### src/rtl/bomber_pkg.sv
// Shared types and helpers for the Bomberman sprite motion path.
package bomber_pkg;

    localparam int COORD_W = 11;

    typedef enum logic [1:0] {
        UP    = 2'd0,
        DOWN  = 2'd1,
        LEFT  = 2'd2,
        RIGHT = 2'd3
    } facing_t;

    function automatic logic [2:0] sprite_code(facing_t f, logic step);
        return {f, step};
    endfunction

endpackage

### src/rtl/player_motion.sv
// One player's position, facing and walk-cycle state, advanced once per frame tick.
module player_motion
    import bomber_pkg::*;
#(
    parameter int HACTIVE     = 800,
    parameter int VACTIVE     = 600,
    parameter int SPRITE_W    = 32,
    parameter int SPRITE_H    = 32,
    parameter int STEP        = 1,
    parameter int ANIM_FRAMES = 8,
    parameter int DIAGONAL    = 0,
    parameter int START_X     = 400,
    parameter int START_Y     = 300
) (
    input  logic               clk,
    input  logic               reset_n,
    input  logic               tick,
    input  logic               enable,
    input  logic               up,
    input  logic               down,
    input  logic               left,
    input  logic               right,
    output logic [COORD_W-1:0] pos_x,
    output logic [COORD_W-1:0] pos_y,
    output logic [2:0]         sprite_num,
    output logic               moving
);

    localparam int PW = (ANIM_FRAMES > 1) ? $clog2(ANIM_FRAMES) : 1;
    localparam logic signed [COORD_W:0] X_MAX  = (COORD_W+1)'(HACTIVE - SPRITE_W);
    localparam logic signed [COORD_W:0] Y_MAX  = (COORD_W+1)'(VACTIVE - SPRITE_H);
    localparam logic signed [COORD_W:0] STEP_S = (COORD_W+1)'(STEP);
    localparam logic [PW-1:0]           PHASE_LAST = PW'(ANIM_FRAMES - 1);

    facing_t                facing, facing_next;
    logic [PW-1:0]          phase, phase_next;
    logic                   step, step_next;
    logic                   v_req, h_req, do_h, moved;
    logic signed [COORD_W:0] x_try, y_try;
    logic [COORD_W-1:0]     x_next, y_next;

    // One guard bit above the coordinate width catches both underflow and overshoot.
    function automatic logic [COORD_W-1:0] clamp(logic signed [COORD_W:0] v,
                                                 logic signed [COORD_W:0] hi);
        if (v < 0)
            return '0;
        else if (v > hi)
            return COORD_W'(hi);
        else
            return COORD_W'(v);
    endfunction

    always_comb begin
        v_req = up ^ down;
        h_req = left ^ right;
        do_h  = h_req && ((DIAGONAL != 0) || !v_req);

        x_try = signed'({pos_x[COORD_W-1], pos_x});
        y_try = signed'({pos_y[COORD_W-1], pos_y});
        if (do_h)
            x_try = left ? x_try - STEP_S : x_try + STEP_S;
        if (v_req)
            y_try = up ? y_try - STEP_S : y_try + STEP_S;
        x_next = clamp(x_try, X_MAX);
        y_next = clamp(y_try, Y_MAX);
        moved  = (x_next != pos_x) || (y_next != pos_y);

        facing_next = facing;
        if (v_req)
            facing_next = up ? UP : DOWN;
        else if (h_req)
            facing_next = left ? LEFT : RIGHT;

        phase_next = '0;
        step_next  = 1'b0;
        if (moved) begin
            if (phase == PHASE_LAST) begin
                phase_next = '0;
                step_next  = ~step;
            end else begin
                phase_next = phase + PW'(1);
                step_next  = step;
            end
        end
    end

    always_ff @(posedge clk or negedge reset_n) begin
        if (!reset_n) begin
            pos_x  <= COORD_W'(START_X);
            pos_y  <= COORD_W'(START_Y);
            facing <= DOWN;
            phase  <= '0;
            step   <= 1'b0;
            moving <= 1'b0;
        end else if (tick) begin
            if (enable) begin
                pos_x  <= x_next;
                pos_y  <= y_next;
                facing <= facing_next;
                phase  <= phase_next;
                step   <= step_next;
                moving <= moved;
            end else begin
                phase  <= '0;
                step   <= 1'b0;
                moving <= 1'b0;
            end
        end
    end

    assign sprite_num = sprite_code(facing, step);

endmodule

### src/rtl/player_motion_ctrl.sv
// Per-frame motion/animation controller: EOF edge detect plus one player_motion per sprite.
module player_motion_ctrl
    import bomber_pkg::*;
#(
    parameter int N_PLAYERS   = 2,
    parameter int HACTIVE     = 800,
    parameter int VACTIVE     = 600,
    parameter int SPRITE_W    = 32,
    parameter int SPRITE_H    = 32,
    parameter int STEP        = 1,
    parameter int ANIM_FRAMES = 8,
    parameter int DIAGONAL    = 0,
    parameter int START_X     = 400,
    parameter int START_DX    = 50,
    parameter int START_Y     = 300
) (
    input  logic                           clk,
    input  logic                           reset_n,
    input  logic                           eof,
    input  logic                           enable,
    input  logic [N_PLAYERS-1:0]           btn_up,
    input  logic [N_PLAYERS-1:0]           btn_down,
    input  logic [N_PLAYERS-1:0]           btn_left,
    input  logic [N_PLAYERS-1:0]           btn_right,
    output logic [N_PLAYERS*COORD_W-1:0]   pos_x,
    output logic [N_PLAYERS*COORD_W-1:0]   pos_y,
    output logic [N_PLAYERS*3-1:0]         sprite_num,
    output logic [N_PLAYERS-1:0]           moving,
    output logic                           frame_tick
);

    logic eof_q;

    always_ff @(posedge clk or negedge reset_n) begin
        if (!reset_n)
            eof_q <= 1'b0;
        else
            eof_q <= eof;
    end

    assign frame_tick = eof & ~eof_q;

    for (genvar i = 0; i < N_PLAYERS; i++) begin : g_player
        player_motion #(
            .HACTIVE     (HACTIVE),
            .VACTIVE     (VACTIVE),
            .SPRITE_W    (SPRITE_W),
            .SPRITE_H    (SPRITE_H),
            .STEP        (STEP),
            .ANIM_FRAMES (ANIM_FRAMES),
            .DIAGONAL    (DIAGONAL),
            .START_X     (START_X + i * START_DX),
            .START_Y     (START_Y)
        ) u_player (
            .clk        (clk),
            .reset_n    (reset_n),
            .tick       (frame_tick),
            .enable     (enable),
            .up         (btn_up[i]),
            .down       (btn_down[i]),
            .left       (btn_left[i]),
            .right      (btn_right[i]),
            .pos_x      (pos_x[COORD_W*i +: COORD_W]),
            .pos_y      (pos_y[COORD_W*i +: COORD_W]),
            .sprite_num (sprite_num[3*i +: 3]),
            .moving     (moving[i])
        );
    end

endmodule

### config.mk
export PLATFORM = sky130hd
export DESIGN_NAME = player_motion_ctrl
export DESIGN_NICKNAME = d
export VERILOG_FILES = /design/src/rtl/bomber_pkg.sv /design/src/rtl/player_motion.sv /design/src/rtl/player_motion_ctrl.sv
export SDC_FILE = /design/constraint.sdc
export NUM_CORES = 1
export LEC_CHECK = 0
export ABC_AREA = 1
export CAP_MARGIN = 30
export CORE_MARGIN = 2
export CORE_UTILIZATION = 45
export CTS_BUF_LIST = sky130_fd_sc_hd__clkbuf_16
export DETAILED_ROUTE_END_ITERATION = 7
export GPL_ROUTABILITY_DRIVEN = 0
export GPL_TIMING_DRIVEN = 0
export PLACE_DENSITY = 0.79
export SETUP_SLACK_MARGIN = 0.5
export SYNTH_ARGS = -nofsm -noshare
export SYNTH_HDL_FRONTEND = slang
export SYNTH_SLANG_ARGS = --single-unit
### constraint.sdc
create_clock -name clk -period 2.68 [get_ports clk]
set_input_delay 0.804 -clock clk [delete_from_list [all_inputs] [get_ports clk]]
set_output_delay 0.804 -clock clk [all_outputs]
set_load 0.01 [all_outputs]
==> metrics.md, run 1 <==
| Metric | Value |
|---|---|
| Final setup vio count | `15` |
| Final hold slack | `between 400 and 500 ps` |
| Clock tree from TritonCTS | `built` |
| CP max FO | `7` |
| Final cell count without fillers | `1,487` |
| Part of the total power dissipated in the clock network | `13.3%` |
| Number of remaining DRC errors | `0` |
| Placed cells | `roughly 1,400` |
| Number of buffer and inverter instances along the worst setup path | `3` |
| Switching part of the total | `49.4%` |
| Final hold viol count | `0` |
| Ant diodes | `0` |
| Required arrival time at the worst endpoint | `roughly 2900 ps` |
| Number of port buffers | `64` |
| LEAKAGE | `between 5 and 6 nW` |
| Post-Synthesis Net Count | `1,159` |
| WL/cell | `19.8 um` |
| Count of maximum capacitance violations | `0` |
| Starting utilization of the core area | `between 40% and 50%` |
| CP endpoint kind | `flip-flop` |
| Final Routed Wirelength | `roughly 29,000 um` |
| Via-per-instance ratio | `about 6.2` |
| Slew HR | `a little under half` |
| Sw Pwr | `4.74 mW` |
| Fraction of the yosys area taken by sequential cells | `a little under a quarter` |
| Critical path's top delay family | `simple AND/OR/NAND/NOR gates` |
| Post-detail-place hpwl | `14,200 um` |
| Clock tree root buffer cell | `sky130_fd_sc_hd__clkbuf_16` |
| Syn Area/Cell | `approximately 6 sq um` |
| TritonCTS sink count | `about 60` |
| Worst setup path class | `in2reg` |
| Type of element launching the critical path | `input pin` |
| Share of cells above drive strength 1 | `42.2%` |
| Seq pwr share | `16.9%` |
| Met2 Routed Length | `about 14,000 um` |
| Worst setup skew after layout | `10.9 ps` |
| Worst Min Path Start | `g_player[1].u_player.phase[1]` |
| Height of the chip | `125 um` |
| Final critical delay including setup and external delays | `3470 ps` |
| Wire length on met3 | `3000 um` |
| Pre-CTS setup slack | `-1880 ps` |
| Combinational power share | `69.8%` |
| Count of flip-flops with a built-in enable after synthesis | `0` |
| Worst supply voltage drop on vdd | `0.428 mV` |
| Maximum number of pins on one net before global-route repair | `32` |
| Total Power Consumption | `around 9.6 mW` |
| Number of antenna-violating nets in the routed design | `0` |
| Violated checks | `setup timing` |
| Yosys synthesis warning count | `0` |
| Area growth from synthesis to final layout | `64.8%` |
| Final Cell Area | `10,900 sq um` |
| DRC marker count from the first detailed-route iteration | `between 1,000 and 1,500` |
| Clk_lat worst skew | `roughly 330 ps` |
| Max Clk Rate | `0.288 GHz` |
| Global-route wire length before repair | `36,300 um` |
| Total via count after detailed routing | `9,291` |
| Number of buffers inserted by hold repair at cts | `0` |
| Crit path DAT | `3690 ps` |
| Source of the critical timing path | `btn_left[1]` |
| Io pins | `65` |
| Slowest Stage Delay on Critical Path | `340 ps` |
| Worst R2R Start | `g_player[1].u_player.pos_x[1]` |
| H-tree depth | `3` |
| Via count of the first global-routing pass | `7,603` |
| Remaining global-route overflow | `0` |
| Core utilization of the finished layout | `around three quarters` |
| Internal power | `4.85 mW` |
| Post-Syn Area | `6590 sq um` |
| Critical Path Most Common Cell | `sky130_fd_sc_hd__nand2_1` |
| Outcome | `finished, violations left` |
| Fin crit share | `129%` |
| Primary FF master, synth | `sky130_fd_sc_hd__dfrtp_1` |
| Nets | `1,358` |
| Initial antenna violation count | `0` |
| Aggregate negative setup slack | `-7750 ps` |
| Number of different library cells in the post-synthesis netlist | `41` |
| Async S/R FF share, synth | `100%` |
| All-Layer GR Usage | `around 28%` |
| Horizontal die dimension | `125 um` |
| Max Buffers Root-to-Sink | `2` |
| Cell row count | `44` |
| Cell count after synthesis | `1,099` |
| Core ar. | `roughly 14,000 sq um` |
| Detailed-route wire length on metal 1 | `10,700 um` |
| Number of buffers created by CTS | `9` |
| Reg clk slew, reported paths | `60 ps` |
| DR top layer | `met4` |
| Worst min-delay path class | `reg2reg` |
| Total iterations of the first detailed-routing run | `8` |
| Total placed instance area | `8120 sq um` |
| Cell with the largest stage delay on the worst path | `sky130_fd_sc_hd__ha_4` |
| Worst setup slack after layout | `-790 ps` |
| Post-synthesis register bit count | `59` |
| Setup repair after global routing missed its margin | `yes` |
| Fin. max-slew vios | `0` |
| Slew at the pin closest to its max-slew limit | `809 ps` |
| Crit path cell chain | `buf_12 > buf_16 > ha_4 > nand2_4 > nor2_1 > nand2_1 > nand2_2 > nand2_1 > nand3_1 > nand2_2 > nor2_4 > nand3_4 > nand2_8 > nand3_4 > nand2_1 > nand2_1 > nor2_1 > nand3_2 > nor2_2 > nand3_4 > buf_6 > nand3_2 > nand2_1` |
| Die outline area | `15,600 sq um` |
| Power Density | `883 nW/um^2` |
-- power groups by stage --
stage | sequential, mW | clock, mW | combinational [mW]
finish | 1.62 | 1.27 | 6.69
CTS | 1.56 | 1.24 | 5.22
detailed placement | 1.58 | 0 | 4.20
global placement | 1.59 | 0 | 4.09
floorplan | 1.56 | 0 | 3.01
global route | 1.63 | 1.30 | 7.08
-- worst register-to-register path, stage by stage, from the launching register on --
cell                       delay (ps)
sky130_fd_sc_hd__dfstp_2          560
sky130_fd_sc_hd__buf_4            130
sky130_fd_sc_hd__ha_1             250
sky130_fd_sc_hd__nand3_1           90
sky130_fd_sc_hd__nand3_1          110
sky130_fd_sc_hd__nand2_1          160
sky130_fd_sc_hd__nand3b_1         120
sky130_fd_sc_hd__nand3_1          160
sky130_fd_sc_hd__nand2_2          110
sky130_fd_sc_hd__nor2_4           140
sky130_fd_sc_hd__nand3_4          150
sky130_fd_sc_hd__nand2_8          160
sky130_fd_sc_hd__nand3_4          100
sky130_fd_sc_hd__nand2_1           70
sky130_fd_sc_hd__nand2_1          100
sky130_fd_sc_hd__nor2_1           170
sky130_fd_sc_hd__nand3_2          100
sky130_fd_sc_hd__nor2_2           160
sky130_fd_sc_hd__nand3_4          120
sky130_fd_sc_hd__buf_6            140
sky130_fd_sc_hd__nand3_2           50
sky130_fd_sc_hd__nand2_1           60
-- repair_timing --
action / CTS / global route
resized for setup: 256 / 195
endpoints found under the setup margin: 94 / 64
hold endpoints to repair: 0 / 0
buffers inserted: 79 / 35
pin swaps: 93 / 119
cloned: 4 / 3
-- cell usage in the layout (no fill, tap or decap), types with 17 or more instances in the layout --
cell type,instances
sky130_fd_sc_hd__nand3_1,58
sky130_fd_sc_hd__clkdlybuf4s50_1,34
sky130_fd_sc_hd__dlygate4sd2_1,20
sky130_fd_sc_hd__nand2_1,297
sky130_fd_sc_hd__o21ai_2,22
sky130_fd_sc_hd__o21ai_1,31
sky130_fd_sc_hd__inv_1,142
sky130_fd_sc_hd__buf_4,89
sky130_fd_sc_hd__nand2_4,27
sky130_fd_sc_hd__dfstp_2,17
sky130_fd_sc_hd__ha_4,36
sky130_fd_sc_hd__buf_6,35
sky130_fd_sc_hd__dfrtp_2,26
sky130_fd_sc_hd__nand4_1,35
sky130_fd_sc_hd__nor2_1,48
sky130_fd_sc_hd__nor2_2,22
sky130_fd_sc_hd__inv_2,18
sky130_fd_sc_hd__nand3_2,50
sky130_fd_sc_hd__nand2_2,87
-- path summary, 6_finish.rpt --
path,end,slack (ps),depth (start not counted)
worst max-delay path,g_player[1].u_player.phase[2],-790,23
worst min-delay path,g_player[1].u_player.phase[1],490,2
worst max register to register,g_player[1].u_player.phase[2],-640,21
worst min register to register,g_player[1].u_player.phase[1],490,2
max in group asynchronous,g_player[1].u_player.pos_x[6],1400,2
min in group asynchronous,g_player[1].u_player.pos_y[10],540,1
-- cell type report --
class	instances	area, sq um
multi-input cells	848	6070
clock inverters	7	92.6
well taps	184	230
repair buffers	187	1850
inverters	169	682
clock buffers	9	225
flip-flops and latches	59	1530
plain buffers	24	190
fillers	866	3560
-- synthesized netlist by cell type, types with 7 or more instances --
library cell	instances	share of area (%)
sky130_fd_sc_hd__dfstp_2	17	6.8
sky130_fd_sc_hd__clkbuf_1	10	0.57
sky130_fd_sc_hd__nand3b_1	13	1.5
sky130_fd_sc_hd__nand2_1	401	23
sky130_fd_sc_hd__inv_1	158	9.0
sky130_fd_sc_hd__o21ai_0	48	3.6
sky130_fd_sc_hd__a21oi_1	22	1.7
sky130_fd_sc_hd__dfrtp_1	42	16
sky130_fd_sc_hd__nor2_1	81	4.6
sky130_fd_sc_hd__ha_1	44	8.4
sky130_fd_sc_hd__nand4_1	35	3.3
sky130_fd_sc_hd__o21ai_1	11	0.84
sky130_fd_sc_hd__nand3_1	118	9.0
sky130_fd_sc_hd__inv_2	7	0.40
sky130_fd_sc_hd__xor2_1	11	1.5
-- metal layers --
layer  global-route usage (%)  vias up
met1                     35.7     4274
met4                     11.0        0
li1                         -     3940
met2                     47.2      807
met5                        0        -
met3                     3.47      270
-- state kept, by name, summed over array words and instances, names as in the netlist --
register / cells
g_player.u_player.facing: 4
eof_q: 1
g_player.u_player.pos_y: 22
g_player.u_player.phase: 6
g_player.u_player.moving: 2
g_player.u_player.pos_x: 22
g_player.u_player.step: 2
-- logic make-up after synthesis --
| family | Yosys count | synth area share, % |
|---|---|---|
| simple gates | 673 | 44.2 |
| fa+ha+maj | 48 | 9.57 |
| compound gates | 111 | 9.63 |
| flops | 59 | 22.7 |
| xor+xnor | 15 | 1.99 |
| buf+inv | 193 | 11.8 |
No activity file was read; power rests on OpenSTA's default activity.
==> inputs of run 2 (changes only) <==
- HOLD_SLACK_MARGIN: default -> 0.15
==> results of run 2 <==
The final DEF is identical to that of run 1; final timing and power are the same.
==> inputs of run 3 (changes only) <==
- ABC_AREA: 1 -> default
- PLACE_DENSITY: 0.79 -> 0.76
- clock period: 2.68 -> 3.97 ns (I/O delays scaled with it)
==> metrics.md, run 3 <==
| Metric | Value |
|---|---|
| DRC marker count from the first detailed-route iteration | `681 (was 1,271)` |
| Post-Syn Area | `6540 sq um (was 6590 sq um)` |
| Fin crit share | `105%` |
| Slew HR | `44.9% (was 46.1%)` |
| Post-synth top area share | `16.1% (was 22.8%)` |
| Worst setup skew after layout | `9.29 ps (was 10.9 ps)` |
| Area growth from synthesis to final layout | `47.0% (was 64.8%)` |
| Horizontal die dimension | `125 um (about the same)` |
| Clk_lat worst skew | `340 ps (was 330 ps)` |
| Total placed instance area | `7600 sq um (was 8120 sq um)` |
| Yosys synthesis warning count | `0 (unchanged)` |
| Maximum number of pins on one net before global-route repair | `36 (was 32)` |
| Final setup vio count | `10 (was 15)` |
| Slew at the pin closest to its max-slew limit | `827 ps (was 809 ps)` |
| Cell count after synthesis | `846 (was 1,099)` |
| Final Cell Area | `9610 sq um (was 10,900 sq um)` |
| Number of port buffers | `64 (unchanged)` |
| Starting utilization of the core area | `45.5% (was 45.7%)` |
| CP endpoint kind | `flip-flop (unchanged)` |
| Number of different library cells in the post-synthesis netlist | `89 (was 41)` |
| Fraction of the yosys area taken by sequential cells | `22.9% (was 22.7%)` |
| Global-route wire length before repair | `35,800 um (was 36,300 um)` |
| Primary FF master, synth | `sky130_fd_sc_hd__dfrtp_1 (unchanged)` |
| Outcome | `finished, violations left (unchanged)` |
| Number of buffers inserted by hold repair at cts | `0 (unchanged)` |
| Clock tree from TritonCTS | `built (unchanged)` |
| Top flop regs | `g_player.u_player.pos_x: 22 flops, g_player.u_player.pos_y: 22 flops, g_player.u_player.phase: 6 flops (unchanged)` |
| Io pins | `65 (unchanged)` |
| Setup repair after global routing missed its margin | `yes (unchanged)` |
| Final hold slack | `484 ps (was 494 ps)` |
| Final Routed Wirelength | `23,300 um (was 29,500 um)` |
| Max Clk Rate | `approximately 0.24 GHz` |
| TritonCTS sink count | `59 (unchanged)` |
| Number of antenna-violating nets in the routed design | `0 (unchanged)` |
| Leading cell types by total area after synthesis | `sky130_fd_sc_hd__dfrtp_1 16%, sky130_fd_sc_hd__ha_1 8.4%, sky130_fd_sc_hd__dfstp_2 6.8%, sky130_fd_sc_hd__nand2_1 5.9%, sky130_fd_sc_hd__o21ai_0 4.9% (was sky130_fd_sc_hd__nand2_1 23%, sky130_fd_sc_hd__dfrtp_1 16%, sky130_fd_sc_hd__inv_1 9.0%, sky130_fd_sc_hd__nand3_1 9.0%, sky130_fd_sc_hd__ha_1 8.4%)` |
| Via count of the first global-routing pass | `7,083 (was 7,603)` |
| Height of the chip | `125 um (about the same)` |
| Cell type with the highest aggregate area in the netlist | `sky130_fd_sc_hd__dfrtp_1 (was sky130_fd_sc_hd__nand2_1)` |
| Count of flip-flops with a built-in enable after synthesis | `0 (unchanged)` |
| Core ar. | `14,400 sq um (about the same)` |
| Async S/R FF share, synth | `100% (unchanged)` |
| Internal power | `3.75 mW (was 4.85 mW)` |
| Sw Pwr | `3.49 mW (was 4.74 mW)` |
| Commonest cells after routing, fill and taps aside | `94 x sky130_fd_sc_hd__nand2_1, 67 x sky130_fd_sc_hd__nor2_1, 62 x sky130_fd_sc_hd__buf_4, 54 x sky130_fd_sc_hd__clkdlybuf4s50_1 (was 297 x sky130_fd_sc_hd__nand2_1, 142 x sky130_fd_sc_hd__inv_1, 89 x sky130_fd_sc_hd__buf_4, 87 x sky130_fd_sc_hd__nand2_2, 58 x sky130_fd_sc_hd__nand3_1)` |
| Remaining global-route overflow | `0 (unchanged)` |
| Cell row count | `44 (unchanged)` |
| Top cells by instance count after synthesis | `103 x sky130_fd_sc_hd__nand2_1, 77 x sky130_fd_sc_hd__nor2_1, 64 x sky130_fd_sc_hd__o21ai_0 (was 401 x sky130_fd_sc_hd__nand2_1, 158 x sky130_fd_sc_hd__inv_1, 118 x sky130_fd_sc_hd__nand3_1)` |
| Worst setup path class | `in2reg (unchanged)` |
| All-Layer GR Usage | `27.6% (was 27.7%)` |
| Seq pwr share | `17.6% (was 16.9%)` |
| Worst setup slack after layout | `-207 ps (was -790 ps)` |
| Max Buffers Root-to-Sink | `2 (unchanged)` |
| Count of maximum capacitance violations | `0 (unchanged)` |
| Via-per-instance ratio | `6.53 (was 6.25)` |
| Violated checks | `setup timing (unchanged)` |
| Fillers | `1,047 (was 866)` |
| Required arrival time at the worst endpoint | `4170 ps (was 2900 ps)` |
| CP max FO | `8 (was 7)` |
| Fin. max-slew vios | `0 (unchanged)` |
| Initial antenna violation count | `0 (unchanged)` |
| Number of remaining DRC errors | `0 (unchanged)` |
| Final hold viol count | `0 (unchanged)` |
| Nets | `1,051 (was 1,358)` |
| Number of stages on the worst hold path | `2 (unchanged)` |
| Share of cells above drive strength 1 | `31.8% (was 42.2%)` |
| Crit path DAT | `4380 ps (was 3690 ps)` |
| Clock tree root buffer cell | `sky130_fd_sc_hd__clkbuf_16 (unchanged)` |
| Post-synthesis register bit count | `59 (unchanged)` |
| Type of element launching the critical path | `input pin (unchanged)` |
| Number of buffers created by CTS | `9 (unchanged)` |
| Reg clk slew, reported paths | `60 ps (about the same)` |
| Post-Synthesis Net Count | `906 (was 1,159)` |
| LEAKAGE | `3.84 nW (was 5.29 nW)` |
| Total via count after detailed routing | `7,701 (was 9,291)` |
| Post-detail-place hpwl | `14,900 um (was 14,200 um)` |
| H-tree depth | `3 (unchanged)` |
| Syn Area/Cell | `7.72 sq um (was 6.00 sq um)` |
| Switching part of the total | `48.2% (was 49.4%)` |
| Worst supply voltage drop on vdd | `0.452 mV (was 0.428 mV)` |
| Die outline area | `15,500 sq um (was 15,600 sq um)` |
| Worst Reg2Reg Path Length in Cells | `15 (was 21)` |
| WL/cell | `19.8 um (about the same)` |
| Part of the total power dissipated in the clock network | `11.2% (was 13.3%)` |
| Leading cell type in the layout, fill and taps excluded | `sky130_fd_sc_hd__nand2_1 (unchanged)` |
| Core utilization of the finished layout | `66.9% (was 75.3%)` |
| Worst min-delay path class | `reg2reg (unchanged)` |
| Combinational power share | `71.1% (was 69.8%)` |
| Most repeated cell in the gate-level netlist after synthesis | `sky130_fd_sc_hd__nand2_1 (unchanged)` |
| Final critical delay including setup and external delays | `4180 ps` |
| Power Density | `753 nW/um^2 (was 883 nW/um^2)` |
| Total iterations of the first detailed-routing run | `5 (was 8)` |
| Ant diodes | `0 (unchanged)` |
## run 3: power groups by stage
| stage | sequential [mW] | clock [mW] | combinational [mW] |
|---|---|---|---|
| after detailed placement | 1.23 | 0 | 3.72 |
| after global placement | 1.22 | 0 | 3.65 |
| final | 1.27 | 0.814 | 5.15 |
| after floorplan | 1.18 | 0 | 2.65 |
| after global routing | 1.30 | 0.852 | 5.54 |
| after CTS | 1.23 | 0.819 | 4.26 |
## run 3: timing repair
item,4_1_cts,5_1_grt
endpoints found under the hold margin,0,0
buffers inserted,34,32
gates cloned,1,1
resized for setup,151,136
pin swaps,51,74
setup endpoints to repair,51,39
## run 3: critical path, cell delays in order
cell	delay, ps
sky130_fd_sc_hd__buf_16	120
sky130_fd_sc_hd__fa_2	420
sky130_fd_sc_hd__a211oi_4	320
sky130_fd_sc_hd__o31ai_4	130
sky130_fd_sc_hd__buf_6	150
sky130_fd_sc_hd__xnor2_4	190
sky130_fd_sc_hd__a21o_1	150
sky130_fd_sc_hd__o221a_1	270
sky130_fd_sc_hd__a21oi_4	130
sky130_fd_sc_hd__buf_6	140
sky130_fd_sc_hd__nor2_4	150
sky130_fd_sc_hd__a21boi_0	140
sky130_fd_sc_hd__a311o_1	380
sky130_fd_sc_hd__nor4_4	280
sky130_fd_sc_hd__buf_6	170
sky130_fd_sc_hd__o41ai_2	60
## run 3: path summary, 6_finish.rpt
check	slack (ps)	from	to
worst max-delay path	-210	btn_up[0]	g_player[0].u_player.phase[0]
worst min-delay path	480	g_player[1].u_player.moving	g_player[1].u_player.moving
worst max register to register	140	g_player[0].u_player.pos_x[2]	g_player[0].u_player.phase[0]
worst min register to register	480	g_player[1].u_player.moving	g_player[1].u_player.moving
max in group asynchronous	2310	reset_n	g_player[1].u_player.pos_y[2]
min in group asynchronous	940	reset_n	g_player[0].u_player.pos_y[10]
## run 3: cell families after synthesis
| family | Yosys count | synth area share (%) |
|---|---|---|
| DFF | 59 | 22.9 |
| buffers and inverters | 68 | 4.33 |
| and+or+nand+nor | 321 | 24.3 |
| xor gates and xnor gates | 30 | 4.37 |
| adders and majority gates | 48 | 9.65 |
| muxes | 11 | 1.80 |
| AOI/OAI and AO/OA | 309 | 32.7 |
## run 3: cell type report
class / instances / area, sq um / share of cell area (%)
Multi-Input combinational cell: 719 / 5900 / 61.4
Timing Repair Buffer: 134 / 1310 / 13.6
Sequential cell: 59 / 1500 / 15.6
Clock buffer: 9 / 225 / 2.34
Inverter: 26 / 100 / 1.04
Tap cell: 184 / 230 / 2.40
Clock inverter: 7 / 85.1 / 0.886
Buffer: 42 / 262 / 2.72
## run 3: stage by stage
stage | total power [mW] | cells | setup slack, ps | TNS [ps]
2_1_floorplan | 3.83 | 846 | -44.0 | -181
3_5_place_dp | 4.94 | 1096 | -1670 | -44480
4_1_cts | 6.31 | 1147 | -250 | -1310
3_3_place_gp | 4.88 | 1094 | -1830 | -54550
5_1_grt | 7.69 | 1180 | -336 | -2830
6_report | 7.23 | 1180 | -207 | -1720
## run 3: per-layer routing
layer | track usage, % | share of wire (%)
met3 | 3.91 | 7.9
met1 | 37.0 | 41
met4 | 12.1 | 4.4
met5 | 0 | 0
met2 | 44.5 | 47
